**config.mk**
```make
export PLATFORM = sky130hd
export DESIGN_NAME = seq_mult_control
export DESIGN_NICKNAME = d
export VERILOG_FILES = /design/src/rtl/mult_pkg.sv /design/src/rtl/mult_iter_counter.sv /design/src/rtl/seq_mult_control.sv
export SDC_FILE = /design/constraint.sdc
export NUM_CORES = 1
export LEC_CHECK = 0
export CAP_MARGIN = 20
export CELL_PAD_IN_SITES_DETAIL_PLACEMENT = 2
export CELL_PAD_IN_SITES_GLOBAL_PLACEMENT = 2
export CORE_UTILIZATION = 28
export DETAILED_ROUTE_END_ITERATION = 7
export HOLD_SLACK_MARGIN = 0.03
export PLACE_DENSITY_LB_ADDON = 0.1
export SYNTH_ARGS = -nofsm -noshare
export SYNTH_HDL_FRONTEND = slang
export SYNTH_SLANG_ARGS = --single-unit
```
**constraint.sdc**
```tcl
create_clock -name clock -period 1.7 [get_ports clock]
set_clock_uncertainty 0.15 [all_clocks]
set_input_delay 0.34 -clock clock [delete_from_list [all_inputs] [get_ports clock]]
set_output_delay 0.34 -clock clock [all_outputs]
set_load 0.01 [all_outputs]
```
**src/rtl/mult_pkg.sv**
```systemverilog
// Shared encodings for the sequential shift-add multiplier controller:
// register shift codes, product source select and the FSM state enum.
package mult_pkg;

    // Shift codes for the multiplicand and multiplier registers.
    // 2'b11 is never driven by the controller.
    localparam logic [1:0] SHIFT_NONE  = 2'b00;
    localparam logic [1:0] SHIFT_RIGHT = 2'b01;
    localparam logic [1:0] SHIFT_LEFT  = 2'b10;

    // Product register source select.
    localparam logic PROD_SEL_ZERO = 1'b0;
    localparam logic PROD_SEL_SUM  = 1'b1;

    typedef enum logic [2:0] {
        ST_IDLE  = 3'd0,
        ST_LOAD  = 3'd1,
        ST_TEST  = 3'd2,
        ST_ADD   = 3'd3,
        ST_SHIFT = 3'd4,
        ST_DONE  = 3'd5
    } state_t;

    // Width of the iteration counter; at least one bit even for tiny WIDTH.
    function automatic int iter_cnt_w(input int width);
        return (width > 1) ? $clog2(width) : 1;
    endfunction

endpackage

```
**src/rtl/mult_iter_counter.sv**
```systemverilog
// Iteration counter for the shift-add loop. Counts completed SHIFT steps,
// raises 'last' when WIDTH-1 steps have been counted, and saturates there
// so it never wraps inside one operation.
module mult_iter_counter
    import mult_pkg::*;
#(
    parameter int WIDTH = 16
) (
    input  logic clock,
    input  logic reset_n,
    input  logic clear,
    input  logic incr,
    output logic last
);

    localparam int CNT_W = iter_cnt_w(WIDTH);
    localparam logic [CNT_W-1:0] LAST_CNT = CNT_W'(WIDTH - 1);

    logic [CNT_W-1:0] count;

    assign last = (count == LAST_CNT);

    // Clear on operation start, step once per SHIFT, hold at the last count.
    always_ff @(posedge clock or negedge reset_n) begin
        if (!reset_n) begin
            count <= '0;
        end else if (clear) begin
            count <= '0;
        end else if (incr && !last) begin
            count <= count + 1'b1;
        end
    end

endmodule

```
**src/rtl/seq_mult_control.sv**
```systemverilog
// Control FSM for a sequential shift-add multiplier. Moore machine with
// registered outputs: every output is decoded from the state being entered,
// so it is valid for the whole cycle the FSM spends in that state.
//
// Optional feature: define EARLY_TERM_EN to let TEST finish the operation as
// soon as the multiplier register reaches zero (takes priority over the lsb).
module seq_mult_control
    import mult_pkg::*;
#(
    parameter int WIDTH = 16
) (
    input  logic       clock,
    input  logic       reset_n,
    input  logic       start,
    input  logic       mplier_lsb,
    input  logic       mplier_zero,
    output logic       mcand_wr,
    output logic [1:0] mcand_shift,
    output logic       mplier_wr,
    output logic [1:0] mplier_shift,
    output logic       prod_wr,
    output logic       prod_sel,
    output logic       busy,
    output logic       done
);

    state_t state;
    logic   cnt_last;
    logic   early_term;

`ifdef EARLY_TERM_EN
    assign early_term = mplier_zero;
`else
    logic unused_mplier_zero;
    assign unused_mplier_zero = mplier_zero;
    assign early_term         = 1'b0;
`endif

    mult_iter_counter #(
        .WIDTH (WIDTH)
    ) u_iter (
        .clock   (clock),
        .reset_n (reset_n),
        .clear   (state == ST_LOAD),
        .incr    (state == ST_SHIFT),
        .last    (cnt_last)
    );

    // State transitions with outputs registered for the state being entered.
    always_ff @(posedge clock or negedge reset_n) begin
        if (!reset_n) begin
            state        <= ST_IDLE;
            mcand_wr     <= 1'b0;
            mcand_shift  <= SHIFT_NONE;
            mplier_wr    <= 1'b0;
            mplier_shift <= SHIFT_NONE;
            prod_wr      <= 1'b0;
            prod_sel     <= PROD_SEL_ZERO;
            busy         <= 1'b0;
            done         <= 1'b0;
        end else begin
            mcand_wr     <= 1'b0;
            mcand_shift  <= SHIFT_NONE;
            mplier_wr    <= 1'b0;
            mplier_shift <= SHIFT_NONE;
            prod_wr      <= 1'b0;
            prod_sel     <= PROD_SEL_ZERO;
            busy         <= 1'b1;
            done         <= 1'b0;
            case (state)
                ST_IDLE: begin
                    if (start) begin
                        state     <= ST_LOAD;
                        mcand_wr  <= 1'b1;
                        mplier_wr <= 1'b1;
                        prod_wr   <= 1'b1;
                        prod_sel  <= PROD_SEL_ZERO;
                    end else begin
                        busy <= 1'b0;
                    end
                end
                ST_LOAD: begin
                    state <= ST_TEST;
                end
                ST_TEST: begin
                    if (early_term) begin
                        state <= ST_DONE;
                        done  <= 1'b1;
                    end else if (mplier_lsb) begin
                        state    <= ST_ADD;
                        prod_wr  <= 1'b1;
                        prod_sel <= PROD_SEL_SUM;
                    end else begin
                        state        <= ST_SHIFT;
                        mcand_shift  <= SHIFT_LEFT;
                        mplier_shift <= SHIFT_RIGHT;
                    end
                end
                ST_ADD: begin
                    state        <= ST_SHIFT;
                    mcand_shift  <= SHIFT_LEFT;
                    mplier_shift <= SHIFT_RIGHT;
                end
                ST_SHIFT: begin
                    // Counter still shows the pre-increment value here.
                    if (cnt_last) begin
                        state <= ST_DONE;
                        done  <= 1'b1;
                    end else begin
                        state <= ST_TEST;
                    end
                end
                ST_DONE: begin
                    // start is deliberately not looked at: one IDLE cycle
                    // always separates operations.
                    state <= ST_IDLE;
                    busy  <= 1'b0;
                end
                default: begin
                    state <= ST_IDLE;
                    busy  <= 1'b0;
                end
            endcase
        end
    end

endmodule

```
==> metrics.md <==
| Metric | Value |
|---|---|
| Commonest non-fill, non-tap cell in the layout | `dfrtp_1` |
| Cell variety after synth | `25` |
| Post-DRT Antenna Nets | `0` |
| R2R Setup Slk | `0.10 ns` |
| PortBufs | `11` |
| # H-tree levels | `1` |
| Required time of the critical path | `1.21 ns` |
| DIE WIDTH | `48.4 µm` |
| Data arrival, critical path | `1.15 ns` |
| GRT Resource Usage Total | `0.135` |
| Final Max Tran Viols | `0` |
| Die height | `48.4 µm` |
| Vias | `454` |
| Total Wirelength | `1380 µm` |
| Post-synth ARST share | `1.00` |
| Syn Area/Cell | `10.6 µm²` |
| Clk pin slew, worst setup/hold paths | `0.08 ns` |
| Cts-stage hold buffer count | `0` |
| Non-filler cells, final | `100` |
| Initial antenna violation count | `0` |
| Iter 0 DRT Violations | `8` |
| Most frequent cells in the layout | `13 x dfrtp_1, 8 x clkdlybuf4s50_1, 5 x buf_4` |
| Fin crit period | `1.64 ns` |
| Root buf cell | `clkbuf_4` |
| Filler cells | `216` |
| First-pass GRT wire length | `2410 µm` |
| Fin. Hold Viols | `0` |
| Largest stage delay, worst path | `0.53 ns` |
| Core area | `2000 µm²` |
| Final Setup Violations | `0` |
| Latest clock arrival within the worst-skew pair | `0.27 ns` |
| Placed insts | `95` |
| Synthesized area | `603 µm²` |
| Top delay family on crit path | `buffers and inverters` |
| Worst ir drop on vdd | `0.601 mV` |
| Buffers plus inverters on the worst setup path | `1` |
| Top cell type's share of synthesized area | `0.539` |
| CTS tree | `yes` |
| Worst setup EP type | `primary output` |
| Row cnt | `16` |
| Synth area leader | `dfrtp_1` |
| Number of synthesized flops with an enable pin | `0` |
| Via density | `4.54` |
| Routed len/inst | `13.8 µm` |
| DR DRC count | `0` |
| Gpl congestion | `0.745` |
| Fin Setup TNS | `0 ns` |
| Most used DFF post-synth | `dfrtp_1` |
| Remaining Overflow, GRT | `0` |
| Diodes inserted | `0` |
| Min-delay worst type | `input pin to asynchronous set/reset pin` |
| Clock sink total | `13` |
| Seq cells post-synth | `13` |
| Slowest-stage cell, CP | `clkdlybuf4s50_1` |
| Yosys warns | `0` |
| Synth Instances | `57` |
| Status | `completed` |
| Register area share after synthesis | `0.539` |
| Max Freq | `0.611 GHz` |
| Syn-to-layout area delta | `29.5%` |
| RSZ-0062 raised after global routing | `false` |
| DIE AREA | `2340 µm²` |
| Largest net degree at the start of global routing | `14` |
| NumNets Final | `80` |
| Ports | `15` |
| Type of the worst setup path | `flop to primary output` |
| Vias in the first global route | `515` |
| Crit Path Max Fanout | `2` |
| Layout cells sized above 1 | `0.164` |
| Tcrit/Tclk final | `0.963` |
| DPL Wire Length | `1020 µm` |
| Worst-path cell chain | `clkdlybuf4s50_1` |
| Router iterations before antenna repair | `4` |
| Initial Utilization | `0.301` |
| Pwr/cell area | `1490 nW/µm²` |
| Synth top area cells | `dfrtp_1 54%, buf_4 5.0%, a21oi_1 3.3%, mux2i_1 3.3%, nand3_1 2.5%` |
| Num CTS Buffers | `3` |
| Startpoint Class | `flop` |
| Clk buf depth | `2` |
| Pleak | `0.000407 µW` |
| Max Cap Viol | `0` |
==> logic make-up (layout without fill, tap and decap cells) <==
group,Yosys count,after routing,synth area share
simple gates,21,21,0.205
flops,13,13,0.539
compound gates,11,11,0.108
buf+inv,8,23,0.0871
mux,2,2,0.0332
fa+ha+maj,1,1,0.0207
other cells,1,2,0.00622
==> repair_timing <==
| action | CTS | global route |
|---|---|---|
| setup endpoints to repair | 0 | 4 |
| buffers inserted | 0 | 1 |
| resized for setup | 0 | 3 |
==> state kept, by name, indices dropped and copies added (netlist names) <==
signal / count
prod_wr: 1
u_iter.count: 4
done: 1
busy: 1
prod_sel: 1
mplier_wr: 1
mcand_shift: 1
state: 3
==> cell type report <==
| type | instances | area, µm² | area share |
|---|---|---|---|
| clock buffer | 4 | 26.3 | 0.0337 |
| sequential | 13 | 325 | 0.417 |
| timing repair buffer | 16 | 155 | 0.199 |
| inverter | 3 | 11.3 | 0.0144 |
| tap | 27 | 33.8 | 0.0433 |
| multi-input combinational | 37 | 229 | 0.293 |
==> path summary, 6_finish.rpt <==
kind	start	to	cells past startpoint
worst max-delay path	mcand_shift[1]$_DFF_PN0_	mplier_shift[0]	1
worst min-delay path	reset_n	prod_sel$_DFF_PN0_	2
worst max register to register	u_iter.count[0]$_DFFE_PN0P_	u_iter.count[1]$_DFFE_PN0P_	4
worst min register to register	u_iter.count[3]$_DFFE_PN0P_	u_iter.count[3]$_DFFE_PN0P_	1
max in group asynchronous	reset_n	state[0]$_DFFE_PN0P_	2
min in group clock	u_iter.count[3]$_DFFE_PN0P_	u_iter.count[3]$_DFFE_PN0P_	1
==> Yosys cell counts (2+ instances only) <==
cell	number
a21oi_1	4
and3_2	2
buf_4	4
dfrtp_1	13
inv_1	3
mux2i_1	2
nand2b_1	2
nand3_1	3
nor2_1	4
nor3_1	3
o21ai_0	3
==> power by group <==
| part | switching, µW | leakage (µW) | internal, µW |
|---|---|---|---|
| sequential | 56.8 | 0.000171 | 403 |
| combinational | 248 | 0.000222 | 264 |
| clock | 99.4 | 0.0000150 | 90.7 |
| total | 404 | 0.000407 | 758 |
==> worst register-to-register path: cells and delay by family (launching register included) <==
kind	cells	cell delay (ns)
and+or+nand+nor	2	0.60
DFF	1	0.41
adders and majority gates	1	0.24
AOI/OAI and AO/OA	1	0.14
==> metrics by stage <==
stage	cell area (µm²)	utilization	setup slack (ns)	hold slack (ns)	total power (µW)
final	781	0.390	0.0635	0.218	1160
after global routing	781	0.390	0.00546	0.245	1270
after CTS	766	0.383	0.0128	0.211	1180
after detailed placement	739	0.369	0.0804	0.389	977
after global placement	739	0.369	0.119	0.375	962
after floorplan	607	-	0.191	-0.106	767
==> metal layers <==
metal,track usage,part of all wire,wire (µm)
met4,0.0588,0,0
met3,0.0346,0.045,62
met1,0.159,0.45,626
met2,0.232,0.50,690
met5,0,0,0
Note: power is estimated with default switching activity, not from simulation.
